`config.mk`:
```
export PLATFORM = sky130hd
export DESIGN_NAME = mem_access_ctrl
export DESIGN_NICKNAME = d
export VERILOG_FILES = /design/src/rtl/mem_access_pkg.sv /design/src/rtl/byte_lane_unit.sv /design/src/rtl/mem_access_ctrl.sv
export SDC_FILE = /design/constraint.sdc
export NUM_CORES = 1
export LEC_CHECK = 0
export CAP_MARGIN = 20
export CORE_MARGIN = 5
export CORE_UTILIZATION = 54
export CTS_BUF_LIST = sky130_fd_sc_hd__clkbuf_8
export DETAILED_ROUTE_END_ITERATION = 8
export GPL_TIMING_DRIVEN = 0
export PLACE_DENSITY_LB_ADDON = 0.08
export SLEW_MARGIN = 20
export SYNTH_ARGS = -nofsm -noshare
export SYNTH_HDL_FRONTEND = slang
export SYNTH_SLANG_ARGS = --single-unit
```
`constraint.sdc`:
```
create_clock -name clock -period 9.25 [get_ports clock]
set_input_delay 0.925 -clock clock [delete_from_list [all_inputs] [get_ports clock]]
set_output_delay 0.925 -clock clock [all_outputs]
set_load 0.01 [all_outputs]
```
`src/rtl/mem_access_pkg.sv`:
```
// Shared types and byte-lane helpers for the data-memory access controller.
// Lanes are little-endian and hard-wired for a 32-bit data path.
package mem_access_pkg;

  localparam int LANE_W    = 8;
  localparam int HALF_W    = 16;
  localparam int WORD_W    = 32;
  localparam int NUM_LANES = WORD_W / LANE_W;

  typedef enum logic [1:0] {
    SZ_BYTE = 2'b00,
    SZ_HALF = 2'b01,
    SZ_WORD = 2'b10
  } size_e;

  typedef enum logic [2:0] {
    IDLE  = 3'd0,
    RD    = 3'd1,
    MERGE = 3'd2,
    WR    = 3'd3,
    RESP  = 3'd4
  } state_e;

  // The reserved encoding 2'b11 behaves as a word access.
  function automatic size_e decode_size(input logic [1:0] raw);
    size_e sz;
    case (raw)
      2'b00:   sz = SZ_BYTE;
      2'b01:   sz = SZ_HALF;
      default: sz = SZ_WORD;
    endcase
    return sz;
  endfunction

  function automatic logic is_misaligned(input size_e size, input logic [1:0] addr_lo);
    logic bad;
    case (size)
      SZ_HALF: bad = addr_lo[0];
      SZ_WORD: bad = (addr_lo != 2'b00);
      default: bad = 1'b0;
    endcase
    return bad;
  endfunction

  function automatic logic [WORD_W-1:0] lane_extract(
    input logic [WORD_W-1:0] word,
    input logic [1:0]        addr_lo,
    input size_e             size,
    input logic              sign
  );
    logic [LANE_W-1:0] byte_v;
    logic [HALF_W-1:0] half_v;
    logic [WORD_W-1:0] res;
    byte_v = word[{addr_lo, 3'b000} +: LANE_W];
    half_v = word[{addr_lo[1], 4'b0000} +: HALF_W];
    case (size)
      SZ_BYTE: res = {{(WORD_W-LANE_W){sign & byte_v[LANE_W-1]}}, byte_v};
      SZ_HALF: res = {{(WORD_W-HALF_W){sign & half_v[HALF_W-1]}}, half_v};
      default: res = word;
    endcase
    return res;
  endfunction

  // Replace only the addressed lanes; the store data is replicated across
  // lanes so each lane just picks old or new by its enable bit.
  function automatic logic [WORD_W-1:0] lane_merge(
    input logic [WORD_W-1:0] word,
    input logic [WORD_W-1:0] wdata,
    input logic [1:0]        addr_lo,
    input size_e             size
  );
    logic [NUM_LANES-1:0] be;
    logic [WORD_W-1:0]    rep;
    logic [WORD_W-1:0]    res;
    case (size)
      SZ_BYTE: begin
        be  = 4'b0001 << addr_lo;
        rep = {NUM_LANES{wdata[LANE_W-1:0]}};
      end
      SZ_HALF: begin
        be  = addr_lo[1] ? 4'b1100 : 4'b0011;
        rep = {2{wdata[HALF_W-1:0]}};
      end
      default: begin
        be  = 4'b1111;
        rep = wdata;
      end
    endcase
    for (int i = 0; i < NUM_LANES; i++) begin
      res[i*LANE_W +: LANE_W] = be[i] ? rep[i*LANE_W +: LANE_W] : word[i*LANE_W +: LANE_W];
    end
    return res;
  endfunction

endpackage

```
`src/rtl/byte_lane_unit.sv`:
```
// Combinational lane logic: extends load data and merges sub-word store data
// into the word read back from memory.
module byte_lane_unit
  import mem_access_pkg::*;
(
  input  logic [WORD_W-1:0] rd_word_i,
  input  logic [WORD_W-1:0] wdata_i,
  input  logic [1:0]        addr_lo_i,
  input  size_e             size_i,
  input  logic              sign_i,
  output logic [WORD_W-1:0] load_data_o,
  output logic [WORD_W-1:0] merged_o
);

  assign load_data_o = lane_extract(rd_word_i, addr_lo_i, size_i, sign_i);
  assign merged_o    = lane_merge(rd_word_i, wdata_i, addr_lo_i, size_i);

endmodule

```
`src/rtl/mem_access_ctrl.sv`:
```
// Load/store initiator for dataMem: word-wide cycles with read-modify-write for
// sub-word stores. Define MEM_ACCESS_MISALIGN_ABORT_EN to abort misaligned accesses.
module mem_access_ctrl
  import mem_access_pkg::*;
#(
  parameter int ADDR_W = 32,
  parameter int DATA_W = 32
) (
  input  logic              clock,
  input  logic              reset,
  input  logic              req_valid,
  output logic              req_ready,
  input  logic              req_write,
  input  logic [1:0]        req_size,
  input  logic              req_signed,
  input  logic [ADDR_W-1:0] req_addr,
  input  logic [DATA_W-1:0] req_wdata,
  output logic              resp_valid,
  output logic [DATA_W-1:0] resp_rdata,
  output logic              resp_error,
  output logic [ADDR_W-1:0] mem_A,
  output logic [DATA_W-1:0] mem_WD,
  output logic              mem_OE,
  output logic              mem_wEnable,
  input  logic [DATA_W-1:0] mem_RD
);

  state_e            state_q, state_d;
  logic [ADDR_W-1:0] addr_q, addr_d;
  size_e             size_q, size_d;
  logic              sign_q, sign_d;
  logic              write_q, write_d;
  logic              err_q, err_d;
  logic [DATA_W-1:0] wdata_q, wdata_d;
  logic [DATA_W-1:0] wword_q, wword_d;
  logic [DATA_W-1:0] rdata_q, rdata_d;

  size_e             req_size_dec;
  logic              abort_req;
  logic [DATA_W-1:0] load_data;
  logic [DATA_W-1:0] merged;

  assign req_size_dec = decode_size(req_size);

`ifdef MEM_ACCESS_MISALIGN_ABORT_EN
  assign abort_req = is_misaligned(req_size_dec, req_addr[1:0]);
`else
  assign abort_req = 1'b0;
`endif

  byte_lane_unit u_lanes (
    .rd_word_i   (mem_RD),
    .wdata_i     (wdata_q),
    .addr_lo_i   (addr_q[1:0]),
    .size_i      (size_q),
    .sign_i      (sign_q),
    .load_data_o (load_data),
    .merged_o    (merged)
  );

  always_comb begin
    state_d = state_q;
    addr_d  = addr_q;
    size_d  = size_q;
    sign_d  = sign_q;
    write_d = write_q;
    err_d   = err_q;
    wdata_d = wdata_q;
    wword_d = wword_q;
    rdata_d = rdata_q;
    case (state_q)
      IDLE: begin
        if (req_valid) begin
          addr_d  = req_addr;
          size_d  = req_size_dec;
          sign_d  = req_signed;
          write_d = req_write;
          wdata_d = req_wdata;
          err_d   = abort_req;
          rdata_d = '0;
          if (abort_req) begin
            state_d = RESP;
          end else if (req_write && (req_size_dec == SZ_WORD)) begin
            state_d = WR;
          end else begin
            state_d = RD;
          end
        end
      end
      RD: state_d = MERGE;
      // mem_RD now carries the word addressed during RD.
      MERGE: begin
        rdata_d = write_q ? '0 : load_data;
        wword_d = merged;
        state_d = write_q ? WR : RESP;
      end
      WR:      state_d = RESP;
      RESP:    state_d = IDLE;
      default: state_d = IDLE;
    endcase
  end

  always_ff @(posedge clock or posedge reset) begin
    if (reset) begin
      state_q <= IDLE;
      addr_q  <= '0;
      size_q  <= SZ_BYTE;
      sign_q  <= 1'b0;
      write_q <= 1'b0;
      err_q   <= 1'b0;
      wdata_q <= '0;
      wword_q <= '0;
      rdata_q <= '0;
    end else begin
      state_q <= state_d;
      addr_q  <= addr_d;
      size_q  <= size_d;
      sign_q  <= sign_d;
      write_q <= write_d;
      err_q   <= err_d;
      wdata_q <= wdata_d;
      wword_q <= wword_d;
      rdata_q <= rdata_d;
    end
  end

  // Every memory strobe decodes from state_q, so reset cancels a pending write at once.
  assign req_ready   = (state_q == IDLE);
  assign resp_valid  = (state_q == RESP);
  assign resp_rdata  = (state_q == RESP) ? rdata_q : '0;
  assign resp_error  = (state_q == RESP) && err_q;
  assign mem_A       = (state_q == IDLE) ? '0 : {addr_q[ADDR_W-1:2], 2'b00};
  assign mem_OE      = (state_q == RD);
  assign mem_wEnable = (state_q == WR);
  assign mem_WD      = (state_q != WR)     ? '0 :
                       (size_q == SZ_WORD) ? wdata_q : wword_q;

endmodule

```
==> flow_summary.ini, run 1 <==
[status]
status = complete, no violations

[floorplanning]
start_util_pct = 54.56
die_y_um = 125.0
ioPinCount = 204
fp.coreArea_mm2 = 0.01309
die_w_um = 125.0
fp-row-count = 42
die_area_mm2 = 0.01562

[logic_synthesis]
synth_area_leaders = dfrtp_1 47%, mux2_2 13%, mux2i_1 6.7%, nand2_1 6.2%, o21ai_0 4.0%
synth.top_cell.area_share_pct = 47.32
netlist_area_mm2 = 0.007139
ys_warn_count = 0
dominantRegCellSynth = dfrtp_1
synth.distinct_cells = 43
synth_area_leader_cell = dfrtp_1
async_flop_share_pct = 100.0
synth-seq-area-share_pct = 47.32
synth_edf_count = 0
avgSynthCellArea_um2 = 10.42
syn_inst = 685
ys_ff_latch = 135

[layout]
antenna_cells = 0
nets = 1010
final_cell_mix = 200 x clkdlybuf4s50_1, 135 x dfrtp_1, 118 x nand2_1, 84 x mux2_2, 57 x o21ai_0
syn2layout_area_growth_pct = 37.52
drive_gt1_share_pct = 17.50
final_common_cell = clkdlybuf4s50_1

[detailed_routing]
drt-total-wl_mm = 22.44
drc = 0
drtIter0Drc = 567
wl_per_cell_um = 20.47
drtAntennaViolNets = 0
num_vias = 6264
vias_per_cell = 5.715
drt_pre_antenna_iters = 6

[clock_network]
cts_sinks = 135
cts.clk_slew.worst_paths_ns = 0.08
ctsResizeCount = 0
cts-root-buf = clkbuf_8
clock_latency_ns = 0.45
htree_levels = 4
ctsHoldBuffers = 0
cts_buffers = 17
cts_setup_buffers = 0
tritoncts = yes
clockBufferDepth = 2

[placed_design]
dp_hpwl_mm = 17.23
routabilityCongestion = 0.9028
portBuffers = 200
place_ws_ns = 5.858

[hold_path]
hp-class = flip-flop to flip-flop
holdCritStartpoint = rdata_q[15]
hold_end = rdata_q[15]
worstHoldPathCells = 2

[sta]
slew_viol_final = 0
tightest_slew_ns = 0.9408
fin_ws_ns = 5.301
max_freq_ghz = 0.2532
finalCriticalPeriod_ns = 3.949
relSlewSlack_pct = 36.79
fin_crit_sh_pct = 42.69
timing_hold_violations_final = 0
setup-violations-final = 0
rsz0062_at_grt = no
finClkSkew_ns = 0.009001
fin_setup_tns_ns = 0

[run]
maxCapViolCount = 0

[worst_setup_path]
path_buf_inv = 4
timing.rr.start = state_q[1]
r2r_cells = 6
cp.arrival_ns = 3.02
rr_endpoint = wdata_q[31]
slowest_stage = clkdlybuf4s50_1
crit_family = buffers and inverters
critPathKind = flip-flop to output port
crit_path_max_incr_delay_ns = 0.58
reg2reg_setup_slack_ns = 6.72
path_common_cell = clkbuf_1
worstSetupStartpointType = flip-flop
worst_ep_required_time_ns = 8.33
crit_fanout = 10
path_cells = clkbuf_1 -> clkbuf_1 -> nand2_1 -> clkbuf_1 -> nand2_1 -> a21oi_1 -> clkdlybuf4s50_1
endpoint_kind = output port

[grt]
grt_pass1_wl_mm = 35.19
grt_pass1_vias = 6346
antenna_found_initial = 0
track_usage_pct = 28.61
grt_max_degree = 94
gr-total-overflow = 0

[pwr]
power_w = 0.003293
powerDensity_mw_per_mm2 = 335.4
ir_worst_vdd_v = 0.0001962
cellLeakagePower_nw = 4.159
## sequential cells by signal, indices dropped and copies added (netlist names)
register	flops
wword_q	32
state_q	3
sign_q	1
addr_q	32
size_q	2
write_q	1
rdata_q	32
wdata_q	32
## routing by layer
| layer | vias up | part of all wire [%] | GRT usage, % |
|---|---|---|---|
| met5 | - | 0 | 0 |
| met4 | 0 | 2.8 | 11.61 |
| met3 | 46 | 8.9 | 8.273 |
| met2 | 319 | 49 | 47.55 |
| met1 | 3079 | 40 | 35.20 |
| li1 | 2820 | - | - |
## synthesized netlist by cell type, drive strengths merged, types with 2 or more instances
cell and number:
a21oi 34, nand2b 10, nor2b 32, a221o 17
and2 33, buf 26, o21ai 59, nor2 11
a32o 7, nor3 3, a221oi 9, nand3b 3
nand2 118, or3b 2, mux2i 48, o21bai 2
a311oi 2, clkbuf 30, inv 5, dfrtp 135
nor3b 4, or2 2, mux2 84
## cells by family (layout without fill, tap and decap cells)
| family | count (synthesis) | after routing | synth area share, % |
|---|---|---|---|
| compound gates | 134 | 134 | 12.32 |
| mux | 133 | 133 | 20.29 |
| other cells | 1 | 3 | 0.05253 |
| buf+inv | 61 | 294 | 4.504 |
| simple gates | 221 | 221 | 15.51 |
| flops | 135 | 135 | 47.32 |
## how the worst max path moves through the flow
stage / from / end / depth (start not counted)
floorplan: reset / addr_q[0] / 1
global placement: reset / rdata_q[22] / 2
detailed placement: size_q[1] / mem_WD[18] / 7
CTS: size_q[1] / mem_WD[18] / 7
global route: size_q[1] / mem_WD[18] / 7
finish: size_q[1] / mem_WD[18] / 7
## where the power goes
part	internal, W	switching (W)	total, W
logic	0.000837	0.000867	0.00170
registers	0.000860	0.000218	0.00108
clock network	0.000268	0.000243	0.000512
## worst register-to-register path: stages (launching register included)
cell and delay (ns):
dfrtp_1 0.37, buf_4 0.17, nor3_1 0.78, and2_1 0.28, buf_2 0.23, buf_4 0.24
mux2_2 0.36
## metrics by stage
| stage | hold WS [ns] | util (%) | cells | cell area (µm²) |
|---|---|---|---|---|
| 4_1_cts | 0.4797 | 75.03 | 1096 | 9818 |
| 5_1_grt | 0.4985 | 75.03 | 1096 | 9818 |
| 3_5_place_dp | 0.4631 | 71.87 | 1064 | 9404 |
| 3_3_place_gp | 0.4571 | 71.60 | 1063 | 9369 |
| 6_report | 0.4746 | 75.03 | 1096 | 9818 |
| 2_1_floorplan | 0.4418 | - | 687 | 7147 |
## cell type report
cell class	count	area [µm²]
clock inverter	15	180.2
multi-input combinational	491	3447
clock buffer	17	234.0
buffer	56	302.8
sequential	135	3378
tap	176	220.2
inverter	5	26.28
timing repair buffer	201	2029
fill	917	3267
Power figures use the tool's default switching activity.
==> run 2: changes to the inputs <==
CORE_UTILIZATION = 50   (was 54)
clock period = 3.96 ns   (was 9.25 ns; I/O delays follow)
==> flow_summary.ini, run 2 (synthesis results as in run 1) <==
[pwr]
powerDensity_mw_per_mm2 = 784.5
p_seq_share_pct = 32.3
p_int_w = 0.004683
cellLeakagePower_nw = 4.193
clkPwrFrac_pct = 16.3
p_sw_share_pct = 39.73
p_comb_share_pct = 51.4
ir_worst_vdd_v = 0.0004275
p_sw_w = 0.003088

[sta]
finClkSkew_ns = 0.009035
slew_viol_final = 0
rsz0062_at_grt = no
max_freq_ghz = 0.2968
whs_ns = 0.3678
fin_setup_tns_ns = 0
setup-violations-final = 0
tightest_slew_ns = 0.8248
fin_crit_sh_pct = 85.07
timing_hold_violations_final = 0
finalCriticalPeriod_ns = 3.369
relSlewSlack_pct = 44.89
fin_ws_ns = 0.5911

[detailed_routing]
drc = 0
drt-total-wl_mm = 23.19
wl_per_cell_um = 21.02
drt_pre_antenna_iters = 5
vias_per_cell = 5.656
drtAntennaViolNets = 0
drtIter0Drc = 523
num_vias = 6239

[placed_design]
place_ws_ns = 1.088
portBuffers = 200
routabilityCongestion = 0.9155
dp_hpwl_mm = 18.02

[grt]
grt_pass1_wl_mm = 36.03
met1_usage_pct = 37.80
gr-total-overflow = 0
grt_pass1_vias = 6398
use_met2_pct = 46.19
busiest_layer = met2
antenna_found_initial = 0
track_usage_pct = 28.34
met3_usage_pct = 6.265
grt_max_degree = 35

[floorplanning]
fp.coreArea_mm2 = 0.01393
start_util_pct = 51.23
fp-row-count = 43
die_w_um = 129.5
die_area_mm2 = 0.01677
ioPinCount = 204
die_y_um = 129.5

[hold_path]
hp-class = primary input to asynchronous set/reset pin

[layout]
seqCellArea_mm2 = 0.003378
drive_gt1_share_pct = 17.88
final_common_cell = clkdlybuf4s50_1
nFillCells = 1024
nets = 1013
syn2layout_area_growth_pct = 38.75
final_cell_mix = 200 x clkdlybuf4s50_1, 135 x dfrtp_1, 118 x nand2_1, 84 x mux2_2, 57 x o21ai_0
antenna_cells = 0
multi_input_comb_area_mm2 = 0.003447

[clock_network]
cts_setup_buffers = 0
tritoncts = yes
cts.clk_slew.worst_paths_ns = 0.08
htree_levels = 4
ctsHoldBuffers = 0
cts_buffers = 17
ctsResizeCount = 0
cts_sinks = 135
clock_latency_ns = 0.46
clockBufferDepth = 2
cts-root-buf = clkbuf_8

[worst_setup_path]
worst_ep_required_time_ns = 3.56
crit_fanout = 10
endpoint_kind = output port
critPathKind = flip-flop to output port
worstSetupStartpointType = flip-flop
cp.arrival_ns = 2.97

[status]
status = complete, no violations

[run]
maxCapViolCount = 0
-- run 2: cell types whose count changed in the layout (fill, tap and decap cells not counted), moves of 2 or more --
cell and delta:
buf_12 +3, clkbuf_8 +2, clkinv_2 +2, inv_6 -2, inv_8 -2
-- run 2: power by group through the flow --
| stage | registers (W) | clock network (W) | logic [W] |
|---|---|---|---|
| floorplan | 0.00231 | 0 | 0.00265 |
| global placement | 0.00248 | 0 | 0.00385 |
| detailed placement | 0.00252 | 0 | 0.00398 |
| CTS | 0.00249 | 0.00128 | 0.00399 |
| global route | 0.00258 | 0.00134 | 0.00437 |
| finish | 0.00251 | 0.00127 | 0.00399 |
-- run 2: per-layer routing --
metal / wire, µm / vias up
met3: 2073 / 51
met4: 620 / 0
met1: 9406 / 3056
met5: 0 / -
met2: 11090 / 302
li1: - / 2830
-- run 2: layout make-up --
type | instances | share of cell area [%]
plain buffers | 56 | 3.057
repair buffers | 204 | 21.09
clock inverters | 13 | 1.806
inverters | 5 | 0.2274
multi-input cells | 491 | 34.80
well taps | 180 | 2.274
flip-flops and latches | 135 | 34.10
clock buffers | 19 | 2.640
-- run 2: path summary, 6_finish.rpt --
check / from / endpoint / slack [ns] / cells after the start
setup reg to reg: state_q[1] / wdata_q[23] / 1.67 / 6
max in group asynchronous: reset / wword_q[19] / 2.82 / 4
setup / recovery: size_q[1] / mem_WD[27] / 0.59 / 7
min in group clock: rdata_q[6] / rdata_q[6] / 0.48 / 2
hold reg to reg: rdata_q[6] / rdata_q[6] / 0.48 / 2
hold / removal: reset / addr_q[26] / 0.37 / 2
-- run 2: through the flow --
stage	total power (W)	cell area (µm²)	cells	utilization, %
final	0.007771	9906	1103	71.09
after CTS	0.007765	9906	1103	71.09
after global routing	0.008288	9906	1103	71.09
after floorplan	0.004959	7151	687	-
after detailed placement	0.006494	9465	1071	67.93
after global placement	0.006335	9378	1067	67.30
-- run 2: worst max-delay path: stages, from the launching register on --
cell             delay (ns)
dfrtp_1                0.42
clkbuf_1               0.20
clkbuf_1               0.28
nand2_1                0.25
clkbuf_1               0.50
nand2_1                0.12
a21oi_1                0.19
clkdlybuf4s50_1        0.57
==> run 3: changes to the inputs <==
HOLD_SLACK_MARGIN = 0.12   (was unset)
MAX_ROUTING_LAYER = met4   (was unset)
==> flow_summary.ini, run 3 (synthesis results as in run 1) <==
[clock_network]
cts_setup_buffers = 0
ctsHoldBuffers = 0
cts_buffers = 17
cts.clk_slew.worst_paths_ns = 0.08
htree_levels = 4
tritoncts = yes
clock_latency_ns = 0.46
cts-root-buf = clkbuf_8
cts_sinks = 135
ctsResizeCount = 0
clockBufferDepth = 2

[sta]
rsz0062_at_grt = no
relSlewSlack_pct = 41.13
setup-violations-final = 0
fin_crit_sh_pct = 88.07
fin_setup_tns_ns = 0
finClkSkew_ns = 0.008516
finalCriticalPeriod_ns = 3.488
slew_viol_final = 0
whs_ns = 0.3581
tightest_slew_ns = 0.8798
max_freq_ghz = 0.2867
timing_hold_violations_final = 0

[floorplanning]
ioPinCount = 204
die_area_mm2 = 0.01677
die_y_um = 129.5
die_w_um = 129.5
fp.coreArea_mm2 = 0.01393
fp-row-count = 43
start_util_pct = 51.23

[layout]
drive_gt1_share_pct = 17.90
fin_cells = 1103
final_common_cell = clkdlybuf4s50_1
nets = 1013
syn2layout_area_growth_pct = 38.87
final_cell_mix = 200 x clkdlybuf4s50_1, 135 x dfrtp_1, 118 x nand2_1, 84 x mux2_2, 57 x o21ai_0

[pwr]
p_comb_share_pct = 51.4
p_int_w = 0.004703
ir_worst_vdd_v = 0.0004208
powerDensity_mw_per_mm2 = 788.9
p_sw_share_pct = 39.87
p_seq_share_pct = 32.1
p_sw_w = 0.003118
clkPwrFrac_pct = 16.5
cellLeakagePower_nw = 4.196

[grt]
gr-total-overflow = 0
track_usage_pct = 29.14
grt_pass1_wl_mm = 36.02
grt_pass1_vias = 6454
antenna_found_initial = 1
grt_max_degree = 32

[worst_setup_path]
worstSetupStartpointType = flip-flop
timing.rr.start = state_q[1]
worst_ep_required_time_ns = 3.56
critPathKind = flip-flop to output port
endpoint_kind = output port
rr_endpoint = wdata_q[21]
r2r_cells = 6
crit_fanout = 10
reg2reg_setup_slack_ns = 1.62
cp.arrival_ns = 3.09

[detailed_routing]
num_vias = 6312
vias_per_cell = 5.723
drtIter0Drc = 521
drt-total-wl_mm = 23.33
drc = 0
drtAntennaViolNets = 0
wl_per_cell_um = 21.15
drt_pre_antenna_iters = 6

[placed_design]
routabilityCongestion = 0.9366
placedCellCount = 1071
portBuffers = 200
dp_hpwl_mm = 18.07

[status]
status = complete, no violations

[run]
maxCapViolCount = 0

[hold_path]
hp-class = primary input to asynchronous set/reset pin
==> run 3: cell types whose count changed in the layout (fill, tap and decap cells not counted), sizes merged <==
| cell | previous run | this run |
|---|---|---|
| clkinvlp | 4 | 3 |
| clkbuf | 49 | 50 |
| clkinv | 5 | 4 |
| diode | 0 | 1 |
==> run 3: area by class of cell <==
| cell class | count | area (µm²) |
|---|---|---|
| well taps | 180 | 225.2 |
| flip-flops and latches | 135 | 3378 |
| inverters | 5 | 22.52 |
| clock buffers | 20 | 275.3 |
| fillers | 1051 | 4020 |
| plain buffers | 56 | 302.8 |
| multi-input cells | 491 | 3447 |
| repair buffers | 204 | 2090 |
| diodes | 1 | 2.502 |
| clock inverters | 11 | 171.4 |
==> run 3: per-stage QoR <==
stage / util (%) / power [W] / setup WS, ns / area [µm²]
after global placement: 67.30 / 0.006330 / 0.7097 / 9378
final: 71.15 / 0.007822 / 0.4723 / 9915
after floorplan: - / 0.004959 / 1.885 / 7151
after global routing: 71.15 / 0.008303 / 0.3397 / 9915
after detailed placement: 67.93 / 0.006504 / 1.064 / 9465
after CTS: 71.13 / 0.007807 / 0.5466 / 9912
==> run 3: per-layer routing <==
metal | vias to the layer above | share of wire, % | GRT usage [%] | wire length (µm)
li1 | 2835 | - | - | -
met1 | 3111 | 42 | 38.77 | 9816
met2 | 316 | 48 | 45.46 | 11130
met3 | 50 | 7.6 | 5.730 | 1776
met4 | 0 | 2.6 | 9.046 | 607
met5 | - | 0 | - | 0
==> run 3: critical path, stage by stage, from the launching register on <==
cell	delay, ns
dfrtp_1	0.42
clkbuf_1	0.24
clkbuf_1	0.32
nand2_1	0.26
clkbuf_1	0.46
nand2_1	0.13
a21oi_1	0.23
clkdlybuf4s50_1	0.58
==> run 3: power groups by stage <==
stage	Sequential [W]	Combinational (W)	Clock, W
after detailed placement	0.00252	0.00399	0
after global placement	0.00248	0.00385	0
after global routing	0.00258	0.00436	0.00136
after floorplan	0.00231	0.00265	0
final	0.00251	0.00402	0.00129
after CTS	0.00250	0.00402	0.00129
==> run 3: worst max-delay path by stage <==
stage,from,end,slack (ns),depth (start not counted)
6_report,size_q[1],mem_WD[11],0.47,7
5_1_grt,size_q[1],mem_WD[12],0.34,7
4_1_cts,size_q[1],mem_WD[15],0.55,7
3_5_place_dp,size_q[1],mem_WD[15],1.06,7
3_3_place_gp,reset,wword_q[26],0.71,2
2_1_floorplan,reset,addr_q[0],1.88,1
